[src/rtl/add_shift_mul_ctrl.sv]
// Sequential shift-add 32x32->64 multiplier built around one shared 32-bit Adder.
// Define MUL_SIGNED_EN to honour signed_op (adds operand/result negation states).

module Adder (
    input  logic [31:0] a,
    input  logic [31:0] b,
    input  logic        sel,
    output logic [31:0] dout,
    output logic        cout
);
    assign dout = a + b + {31'b0, sel};
    // Legacy quirk: this port mirrors the sum MSB, not the carry.
    assign cout = dout[31];
endmodule

module add_shift_mul_ctrl (
    input  logic        clk,
    input  logic        rst_n,
    input  logic        start,
    input  logic        signed_op,
    input  logic [31:0] op_a,
    input  logic [31:0] op_b,
    output logic        busy,
    output logic        done,
    output logic [63:0] product
);
`ifdef MUL_SIGNED_EN
    typedef enum logic [2:0] {IDLE, NEG_A, NEG_B, RUN, NEG_LO, NEG_HI, DONE} state_t;
    localparam state_t FIRST = NEG_A;
    localparam state_t AFTER_RUN = NEG_LO;
`else
    typedef enum logic [1:0] {IDLE, RUN, DONE} state_t;
    localparam state_t FIRST = RUN;
    localparam state_t AFTER_RUN = DONE;
`endif

    state_t      state, next;
    logic [31:0] mcand, hi, lo;
    logic [4:0]  cnt;
    logic        accept;
    logic [31:0] add_a, add_b, sum;
    logic        add_sel, carry;
    logic        adder_cout_unused;
`ifdef MUL_SIGNED_EN
    logic        neg, cy, sgn;
`else
    logic        signed_unused;
    assign signed_unused = signed_op;
`endif

    Adder u_adder (
        .a    (add_a),
        .b    (add_b),
        .sel  (add_sel),
        .dout (sum),
        .cout (adder_cout_unused)
    );

    // True carry-out recovered from operand MSBs and the sum MSB.
    assign carry = (add_a[31] & add_b[31]) | ((add_a[31] | add_b[31]) & ~sum[31]);

    assign busy    = (state != IDLE) && (state != DONE);
    assign done    = (state == DONE);
    assign product = {hi, lo};

    always_ff @(posedge clk or negedge rst_n) begin
        if (!rst_n) state <= IDLE;
        else        state <= next;
    end

    always_comb begin
        next    = state;
        accept  = 1'b0;
        add_a   = hi;
        add_b   = mcand;
        add_sel = 1'b0;
        case (state)
            IDLE: begin
                if (start) begin
                    accept = 1'b1;
                    next   = FIRST;
                end
            end
            RUN: begin
                if (cnt == 5'd31) next = AFTER_RUN;
            end
`ifdef MUL_SIGNED_EN
            NEG_A: begin
                add_a   = '0;
                add_b   = ~mcand;
                add_sel = 1'b1;
                next    = NEG_B;
            end
            NEG_B: begin
                add_a   = '0;
                add_b   = ~lo;
                add_sel = 1'b1;
                next    = RUN;
            end
            NEG_LO: begin
                add_a   = '0;
                add_b   = ~lo;
                add_sel = 1'b1;
                next    = NEG_HI;
            end
            NEG_HI: begin
                add_a   = '0;
                add_b   = ~hi;
                add_sel = cy;
                next    = DONE;
            end
`endif
            DONE: begin
                if (start) begin
                    accept = 1'b1;
                    next   = FIRST;
                end else begin
                    next = IDLE;
                end
            end
            default: next = IDLE;
        endcase
    end

    always_ff @(posedge clk or negedge rst_n) begin
        if (!rst_n) begin
            mcand <= '0;
            hi    <= '0;
            lo    <= '0;
            cnt   <= '0;
`ifdef MUL_SIGNED_EN
            neg   <= 1'b0;
            cy    <= 1'b0;
            sgn   <= 1'b0;
`endif
        end else if (accept) begin
            mcand <= op_a;
            lo    <= op_b;
            hi    <= '0;
            cnt   <= '0;
`ifdef MUL_SIGNED_EN
            sgn   <= signed_op;
            neg   <= signed_op & (op_a[31] ^ op_b[31]);
`endif
        end else begin
            case (state)
                RUN: begin
                    if (lo[0]) {hi, lo} <= {carry, sum, lo[31:1]};
                    else       {hi, lo} <= {1'b0, hi, lo[31:1]};
                    cnt <= cnt + 5'd1;
                end
`ifdef MUL_SIGNED_EN
                NEG_A:  if (sgn && mcand[31]) mcand <= sum;
                NEG_B:  if (sgn && lo[31]) lo <= sum;
                NEG_LO: begin
                    if (neg) begin
                        lo <= sum;
                        cy <= carry;
                    end else begin
                        cy <= 1'b0;
                    end
                end
                NEG_HI: if (neg) hi <= sum;
`endif
                default: ;
            endcase
        end
    end
endmodule

[config.mk]
export PLATFORM = sky130hd
export DESIGN_NAME = add_shift_mul_ctrl
export DESIGN_NICKNAME = d
export VERILOG_FILES = /design/src/rtl/add_shift_mul_ctrl.sv
export SDC_FILE = /design/constraint.sdc
export NUM_CORES = 1
export LEC_CHECK = 0
export BUFFER_PORTS_ARGS = -buffer_cell sky130_fd_sc_hd__buf_2
export CORE_MARGIN = 4
export CORE_UTILIZATION = 54
export CTS_CLUSTER_SIZE = 14
export DETAILED_ROUTE_END_ITERATION = 16
export GPL_TIMING_DRIVEN = 1
export HOLD_SLACK_MARGIN = 0.1
export PLACE_DENSITY_LB_ADDON = 0.1
export SLEW_MARGIN = 20
export SYNTH_ARGS = -nofsm -noshare
export SYNTH_HDL_FRONTEND = slang
export SYNTH_SLANG_ARGS = --single-unit
[constraint.sdc]
create_clock -name clk -period 3.8 [get_ports clk]
set_input_delay 0.38 -clock clk [delete_from_list [all_inputs] [get_ports clk]]
set_output_delay 0.38 -clock clk [all_outputs]
set_load 0.005 [all_outputs]
==> summary.txt, run 1 <==
Static Leak -> 3.47 nW
# nets final -> 852
critical path arrival -> 3.85 ns
TNS Setup -> 0 ns
Synth Instances -> 633
vias -> 4970
footprint of the multi-input gates -> 2990 um2
reg2reg path depth -> 14
Mapped Area -> 5730 um2
crit path time final -> 3.54 ns
DR vias/cell -> 5.58
clock-pin slew on the worst setup and hold paths -> 0.11 ns
Yosys warning total -> 0
status -> completed
Filler Cell Count -> 863
ys async rst share -> 100%
Critical Path RT -> 4.12 ns
Critical Path Sink Type -> flip-flop
pin count of the biggest net entering global routing -> 74
initial antenna violation count -> 0
grt total ovfl -> 0
switching power -> 0.00297 W
sw frac -> 45.0%
Final Wtd Congestion -> 0.879
syn_area_per_cell -> 9.05 um2
Final Skew -> 0.0151 ns
CTS Hold Bufs -> 0
RSZ-0062 raised after global routing -> false
Peak VDD IR -> 0.511 mV
post-synthesis sequential area ratio -> 45.0%
number of synthesized register bits -> 103
total power -> 0.00661 W
vias in the first global route -> 4870
port buffer count -> 132
clk_lat worst skew -> 0.40 ns
Clock Power Share -> 11.3%
highest clock rate -> 0.283 GHz
Max FO, Critical Path -> 4
Hold Violations, Final -> 0
IO Count -> 134
clk buf depth -> 2
Crit Path Category -> reg -> reg
clk root buf -> clkbuf_8
number of diodes -> 0
Cell Pwr Density -> 989 nW/um2
Max-Slew Margin vs Limit -> 38.0%
CTS H-tree lvls -> 3
Reg2Reg Launch Point -> add_a[1]$_DFFE_PN0P_
EDFF count, synth -> 0
syn nets -> 736
FF-to-FF setup slack -> 0.26 ns
Max-Cap Viols -> 0
Worst-Margin Slew -> 0.929 ns
first-pass GRT wire length -> 23400 um
cts bufs inserted -> 9
internal power -> 0.00364 W
Area Overhead vs Synth -> 16.8%
post-route ant nets -> 0
clk sinks -> 103
final max-slew violation count -> 0
aggregate global-route resource usage -> 23.2%
final WL -> 14100 um
routed len/inst -> 15.8 um
min-delay worst type -> in -> async
share of layout cells above drive strength 1 -> 22.8%
core area -> 10300 um2
CTS tree -> built
chip height -> 111 um
chip width -> 111 um
starting DRC count in detailed routing -> 336
# DRC -> 0
post-DP HPWL -> 9610 um
TritonRoute pass-1 iters -> 4
Comb power frac -> 56.7%
Initial Utilization -> 55.5%
final setup vio count -> 0
crit share post-route -> 93.1%
sequential group share of total power -> 31.9%
DIE AREA -> 12300 um2
Core Rows -> 37
Worst setup SP type -> flip-flop
prevailing post-synth register cell -> dfrtp_1
FF+latch area -> 2580 um2
FF-to-FF End -> add_a[30]$_DFFE_PN0P_
synth unique cells -> 49
## placed cells by master, fill, tap and decap left out, types with 3 or more instances in the layout
cell type  count
a211oi_1       3
a21o_1        15
a21oi_1       40
a22o_1         4
a22oi_1       31
a31oi_1        8
a32oi_1        5
and3_1         7
buf_2        131
buf_4          9
clkbuf_8       9
dfrtp_1      103
ha_1          33
inv_1          5
inv_8          3
mux2i_1       13
nand2_1      190
nand2b_1       4
nand3_1       11
nand4_1        3
nor2_1        12
nor2b_1        3
nor3_1         3
o211ai_1       3
o21a_1         4
o21ai_0       40
o21ai_1        3
xnor2_1       11
xor2_1        14
## through the flow
| stage | hold slack [ns] | utilization [%] | cell area, um2 | std cells | setup slack, ns |
|---|---|---|---|---|---|
| 2_1_floorplan | 0.0844 | - | 5730 | 633 | 0.607 |
| 3_3_place_gp | 0.464 | 62.5 | 6460 | 873 | 0.313 |
| 3_5_place_dp | 0.472 | 62.5 | 6460 | 873 | 0.252 |
| 4_1_cts | 0.137 | 64.6 | 6670 | 889 | 0.207 |
| 5_1_grt | 0.140 | 64.8 | 6690 | 890 | 0.0234 |
| 6_report | 0.113 | 64.8 | 6690 | 890 | 0.263 |
## logic make-up after synthesis
group	count (synthesis)	synth area share [%]
XOR/XNOR	25	3.82
AO/OA/AOI/OAI	172	19.9
buffers and inverters	40	3.43
multiplexers	13	2.27
AND/OR/NAND/NOR	245	17.7
adder cells (fa/ha/maj)	35	7.91
flip-flops	103	45.0
## power by group through the flow
stage	sequential, W	combinational, W	clock (W)
floorplan	0.00206	0.00276	0
global placement	0.00210	0.00362	0
detailed placement	0.00212	0.00373	0
CTS	0.00211	0.00375	0.000773
global route	0.00219	0.00424	0.000818
finish	0.00211	0.00375	0.000749
## synth_stat cells, types with 2 or more instances
library cell	n	area, um2
a21oi_1	40	200
nand4_1	3	18.8
or3_1	2	12.5
clkbuf_1	28	105
a31oi_1	9	56.3
o21a_1	4	30.0
nand3_1	11	55.1
a21o_1	15	113
o21ai_1	3	15.0
mux2i_1	13	130
a22o_1	4	35.0
xor2_1	14	123
o21ai_0	40	200
nand2b_1	6	37.5
nor3_1	3	15.0
o211ai_1	3	22.5
nor2_1	13	48.8
inv_1	5	18.8
and3_1	7	43.8
o21ai_2	2	17.5
dfrtp_1	103	2580
xnor2_1	11	96.3
ha_1	33	413
nor2b_1	5	31.3
and3_2	2	15.0
a21o_2	2	17.5
clkbuf_8	3	41.3
buf_4	2	15.0
nand2_1	190	713
fa_1	2	40.0
a32oi_1	5	43.8
a211oi_1	3	22.5
a22oi_1	31	233
## worst max-delay path, cell delays in order (launching register included)
cell and delay [ns]:
dfrtp_1 0.44, ha_1 0.35, a211oi_2 0.23, o21ai_1 0.16
o211a_1 0.27, o21ai_1 0.20, a21oi_1 0.13, o21ai_2 0.19
o211ai_1 0.15, o41a_1 0.38, a31oi_2 0.23, fa_1 0.43
nand2_1 0.07, o21ai_0 0.07, o21ai_0 0.15
## layout make-up
| class | count | area share (%) |
|---|---|---|
| multi-input cells | 490 | 44.6 |
| flip-flops and latches | 103 | 38.5 |
| repair buffers | 140 | 10.8 |
| well taps | 136 | 2.54 |
| clock buffers | 9 | 1.85 |
| clock inverters | 7 | 1.31 |
| inverters | 5 | 0.281 |
## registers in the layout, summed over array words and instances (netlist names)
name   count
add_b     32
lo        32
cnt        5
add_a     32
state      2
## per-layer routing
metal / GRT usage [%] / part of all wire, % / up-vias
met1: 30.2 / 44 / 2368
li1: - / - / 2449
met4: 6.98 / 1.3 / 0
met5: 0 / 0 / -
met3: 7.10 / 7.6 / 11
met2: 37.2 / 47 / 142
## worst max path at each step
stage	slack (ns)	endpoint	startpoint
final	0.26	add_a[30]$_DFFE_PN0P_	add_a[1]$_DFFE_PN0P_
after global routing	0.02	add_a[30]$_DFFE_PN0P_	add_a[1]$_DFFE_PN0P_
after CTS	0.21	add_a[30]$_DFFE_PN0P_	add_a[1]$_DFFE_PN0P_
after detailed placement	0.25	add_a[30]$_DFFE_PN0P_	add_a[1]$_DFFE_PN0P_
after global placement	0.31	add_a[30]$_DFFE_PN0P_	add_a[1]$_DFFE_PN0P_
after floorplan	0.61	add_a[30]$_DFFE_PN0P_	add_a[1]$_DFFE_PN0P_
## timing repair
action | 4_1_cts | 5_1_grt
resized for setup | 0 | 1
endpoints found under the setup margin | 0 | 1
buffers inserted | 0 | 1
No activity file was read; power rests on OpenSTA's default activity.
==> run 2, diff against run 1 <==
--- a/config.mk
+++ b/config.mk
@@ -7,7 +7,7 @@
 export LEC_CHECK = 0
 export BUFFER_PORTS_ARGS = -buffer_cell sky130_fd_sc_hd__buf_2
 export CORE_MARGIN = 4
-export CORE_UTILIZATION = 54
+export CORE_UTILIZATION = 56
 export CTS_CLUSTER_SIZE = 14
 export DETAILED_ROUTE_END_ITERATION = 16
 export GPL_TIMING_DRIVEN = 1
@@ -16,4 +16,5 @@
 export SLEW_MARGIN = 20
 export SYNTH_ARGS = -nofsm -noshare
 export SYNTH_HDL_FRONTEND = slang
+export SYNTH_HIERARCHICAL = 1
 export SYNTH_SLANG_ARGS = --single-unit
==> run 2 against run 1 <==
Critical path depth fell by 4. Utilization up 2.2 points. Combinational power up 22%. Global-route usage increased by 1.5 points. Register-to-register slack improved by 0.35 ns. Largest cell class unchanged. Via count increased by 11%. Largest power group unchanged. Wire length grew 14%.
==> summary.txt, run 2 <==
CTS Hold Bufs -> 1 (+1)
Filler Cell Count -> 921 (+6.7%)
slowest cell on the critical path -> ha_1
syn_area_per_cell -> 9.23 um2 (+2.0%)
Cell Pwr Density -> 1060 nW/um2 (+6.8%)
Mapped Area -> 6420 um2 (+12%)
final WL -> 16100 um (+14%)
reg2reg path depth -> 10 (-4)
RSZ-0062 raised after global routing -> false
vias in the first global route -> 5365 (+10%)
most common cell after layout, fill and taps aside -> nand2_1
Synth area leaders -> dfrtp_1 (40%), nand2_1 (9.0%), ha_1 (6.2%), mux2i_1 (6.1%), o2bb2ai_1 (4.2%)
Max FO, Critical Path -> 10 (+6)
Worst setup SP type -> flip-flop
routed len/inst -> 17.1 um (+8.2%)
Critical Path RT -> 4.04 ns (-0.08 ns)
most common cell in the netlist -> nand2_1
min-delay worst type -> in -> reg
Core Rows -> 38 (+2.7%)
clock-pin slew on the worst setup and hold paths -> 0.07 ns (-0.04 ns)
grt met2 use -> 40.1% (+2.9 points)
Synth Instances -> 696 (+10%)
final setup vio count -> 0 (unchanged)
Setup Fix Bufs, Post-CTS -> 0 (unchanged)
post-synthesis sequential area ratio -> 40.1% (-4.9 points)
share of layout cells above drive strength 1 -> 22.2% (-0.66 points)
Hold Violations, Final -> 0 (unchanged)
prevailing post-synth register cell -> dfrtp_1
DR vias/cell -> 5.88 (+5.3%)
IO Count -> 134 (unchanged)
CTS H-tree lvls -> 3 (unchanged)
clk_lat worst skew -> 0.36 ns (-0.04 ns)
Non-Filler Instances -> 939 (+5.5%)
port buffer count -> 132 (unchanged)
number of diodes -> 0 (unchanged)
crit path cell chain -> ha_1 -> nand4_1 -> nor4_2 -> nand2_1 -> o2111ai_1 -> mux2i_1 -> a2111oi_2 -> inv_1 -> maj3_1 -> a32o_1
WP buf/inv -> 1 (+1)
core area -> 11000 um2 (+6.8%)
clk root buf -> clkbuf_16
WHS Endpoint -> add_b[9]$_DFFE_PN0P_
post_cts resized -> 0 (unchanged)
clk sinks -> 103 (unchanged)
Yosys warning total -> 6 (+6)
top cells by count, synth -> nand2_1 (154), dfrtp_1 (103), mux2i_1 (39), nand3_1 (37), ha_1 (32)
crit path time final -> 3.19 ns (-0.349 ns)
# DRC -> 0 (unchanged)
Slowest Stage Delay on Critical Path -> 0.48 ns (+0.04 ns)
hold_sp -> op_a[9]
chip height -> 115 um (+3.7%)
Area Overhead vs Synth -> 14.9%
grt total ovfl -> 0 (unchanged)
syn nets -> 798 (+8.4%)
number of synthesized register bits -> 103 (unchanged)
pin count of the biggest net entering global routing -> 53 (-28%)
placed insts -> 923 (+5.7%)
final max-slew violation count -> 0 (unchanged)
top cell type's share of synthesized area -> 40.1% (-4.9 points)
ys async rst share -> 100% (unchanged)
Final Skew -> 0.00739 ns (-0.00774 ns)
most frequent cells in the layout -> nand2_1 (154), buf_2 (131), dfrtp_1 (102), mux2i_1 (39), nand3_1 (37)
critical path arrival -> 3.43 ns (-0.42 ns)
M3 GR Usage -> 7.37% (+0.27 points)
WHS Path Cells -> 3
CP delay by family, top -> compound AO/OA/AOI/OAI gates
EDFF count, synth -> 0 (unchanged)
clk buf depth -> 2 (unchanged)
Static Leak -> 3.68 nW (+5.9%)
Reg2Reg Launch Point -> add_b[18]$_DFFE_PN0P_
crit share post-route -> 83.9% (-9.2 points)
Layout Utilization -> 66.9% (+2.2 points)
post-DP HPWL -> 11700 um (+21%)
vias -> 5523 (+11%)
GRT met1 Usage -> 32.4% (+2.1 points)
FF-to-FF setup slack -> 0.61 ns (+0.35 ns)
FF+latch area -> 2580 um2 (about the same)
footprint of the multi-input gates -> 3570 um2 (+20%)
aggregate global-route resource usage -> 24.6% (+1.5 points)
DIE AREA -> 13200 um2 (+7.6%)
first-pass GRT wire length -> 26300 um (+12%)
Worst-Margin Slew -> 1.05 ns (+0.121 ns)
post-route ant nets -> 0 (unchanged)
cts bufs inserted -> 9 (unchanged)
starting DRC count in detailed routing -> 283 (-16%)
initial antenna violation count -> 1 (+1)
Most Crowded Layer GR -> met2
Max-Slew Margin vs Limit -> 30.0% (-8.1 points)
Yosys top cell by area -> dfrtp_1
Initial Utilization -> 58.2% (+2.8 points)
Final Wtd Congestion -> 0.867 (-1.3%)
synth unique cells -> 70 (+43%)
# nets final -> 897 (+5.3%)
TNS Setup -> 0 ns (unchanged)
chip width -> 115 um (+3.7%)
Peak VDD IR -> 0.661 mV (+30%)
CTS tree -> built
FF-to-FF End -> add_a[31]$_DFFE_PN0P_
status -> completed
highest clock rate -> 0.314 GHz (+11%)
Crit Path Category -> reg -> reg
Critical Path Sink Type -> flip-flop
TritonRoute pass-1 iters -> 5 (+1)
Max-Cap Viols -> 0 (unchanged)
[run 2: layout make-up]
cell class	count	area share, %
clock buffers	10	3.24
inverters	5	0.254
repair buffers	138	9.63
clock inverters	5	1.20
well taps	140	2.37
flip-flops and latches	103	34.9
multi-input cells	538	48.4
[run 2: worst max path at each step]
stage | start | to | depth (start not counted)
floorplan | add_a[19]$_DFFE_PN0P_ | add_a[31]$_DFFE_PN0P_ | 12
global placement | add_a[18]$_DFFE_PN0P_ | add_a[31]$_DFFE_PN0P_ | 10
detailed placement | add_b[18]$_DFFE_PN0P_ | add_a[31]$_DFFE_PN0P_ | 10
CTS | add_a[18]$_DFFE_PN0P_ | add_a[31]$_DFFE_PN0P_ | 10
global route | add_a[17]$_DFFE_PN0P_ | add_a[31]$_DFFE_PN0P_ | 10
finish | add_b[18]$_DFFE_PN0P_ | add_a[31]$_DFFE_PN0P_ | 10
[run 2: kinds of logic (layout without fill, tap and decap cells)]
logic type,after synthesis,count (layout),synth area share [%]
other,1,1,0.0584
muxes,40,40,6.25
DFF,103,103,40.1
buffers and inverters,55,158,4.42
xor gates and xnor gates,27,27,3.68
and+or+nand+nor,265,265,18.5
adders and majority gates,35,35,7.01
AOI/OAI and AO/OA,170,170,19.9
[run 2: layer usage]
| metal | wire, um | vias to the layer above |
|---|---|---|
| li1 | - | 2705 |
| met1 | 7230 | 2645 |
| met2 | 7610 | 149 |
| met3 | 988 | 22 |
| met4 | 243 | 2 |
| met5 | 13 | - |
[run 2: tightest hold or removal path, cell delays in order]
cell and delay, ns:
buf_2 0.07, nand2_1 0.04, nand2_1 0.04
[run 2: power breakdown]
group | internal, W | switching, W | leakage [nW]
clock | 0.000600 | 0.000430 | 0.161
combinational | 0.00201 | 0.00256 | 2.25
sequential | 0.00165 | 0.000550 | 1.27
[run 2: metrics by stage]
step	total power [W]	instance area [um2]	hold slack, ns	setup slack, ns
global placement	0.00662	7040	0.436	0.681
detailed placement	0.00674	7040	0.448	0.626
floorplan	0.00562	6420	0.0844	0.918
finish	0.00779	7380	0.207	0.612
global route	0.00846	7380	0.207	0.364
CTS	0.00781	7380	0.198	0.617
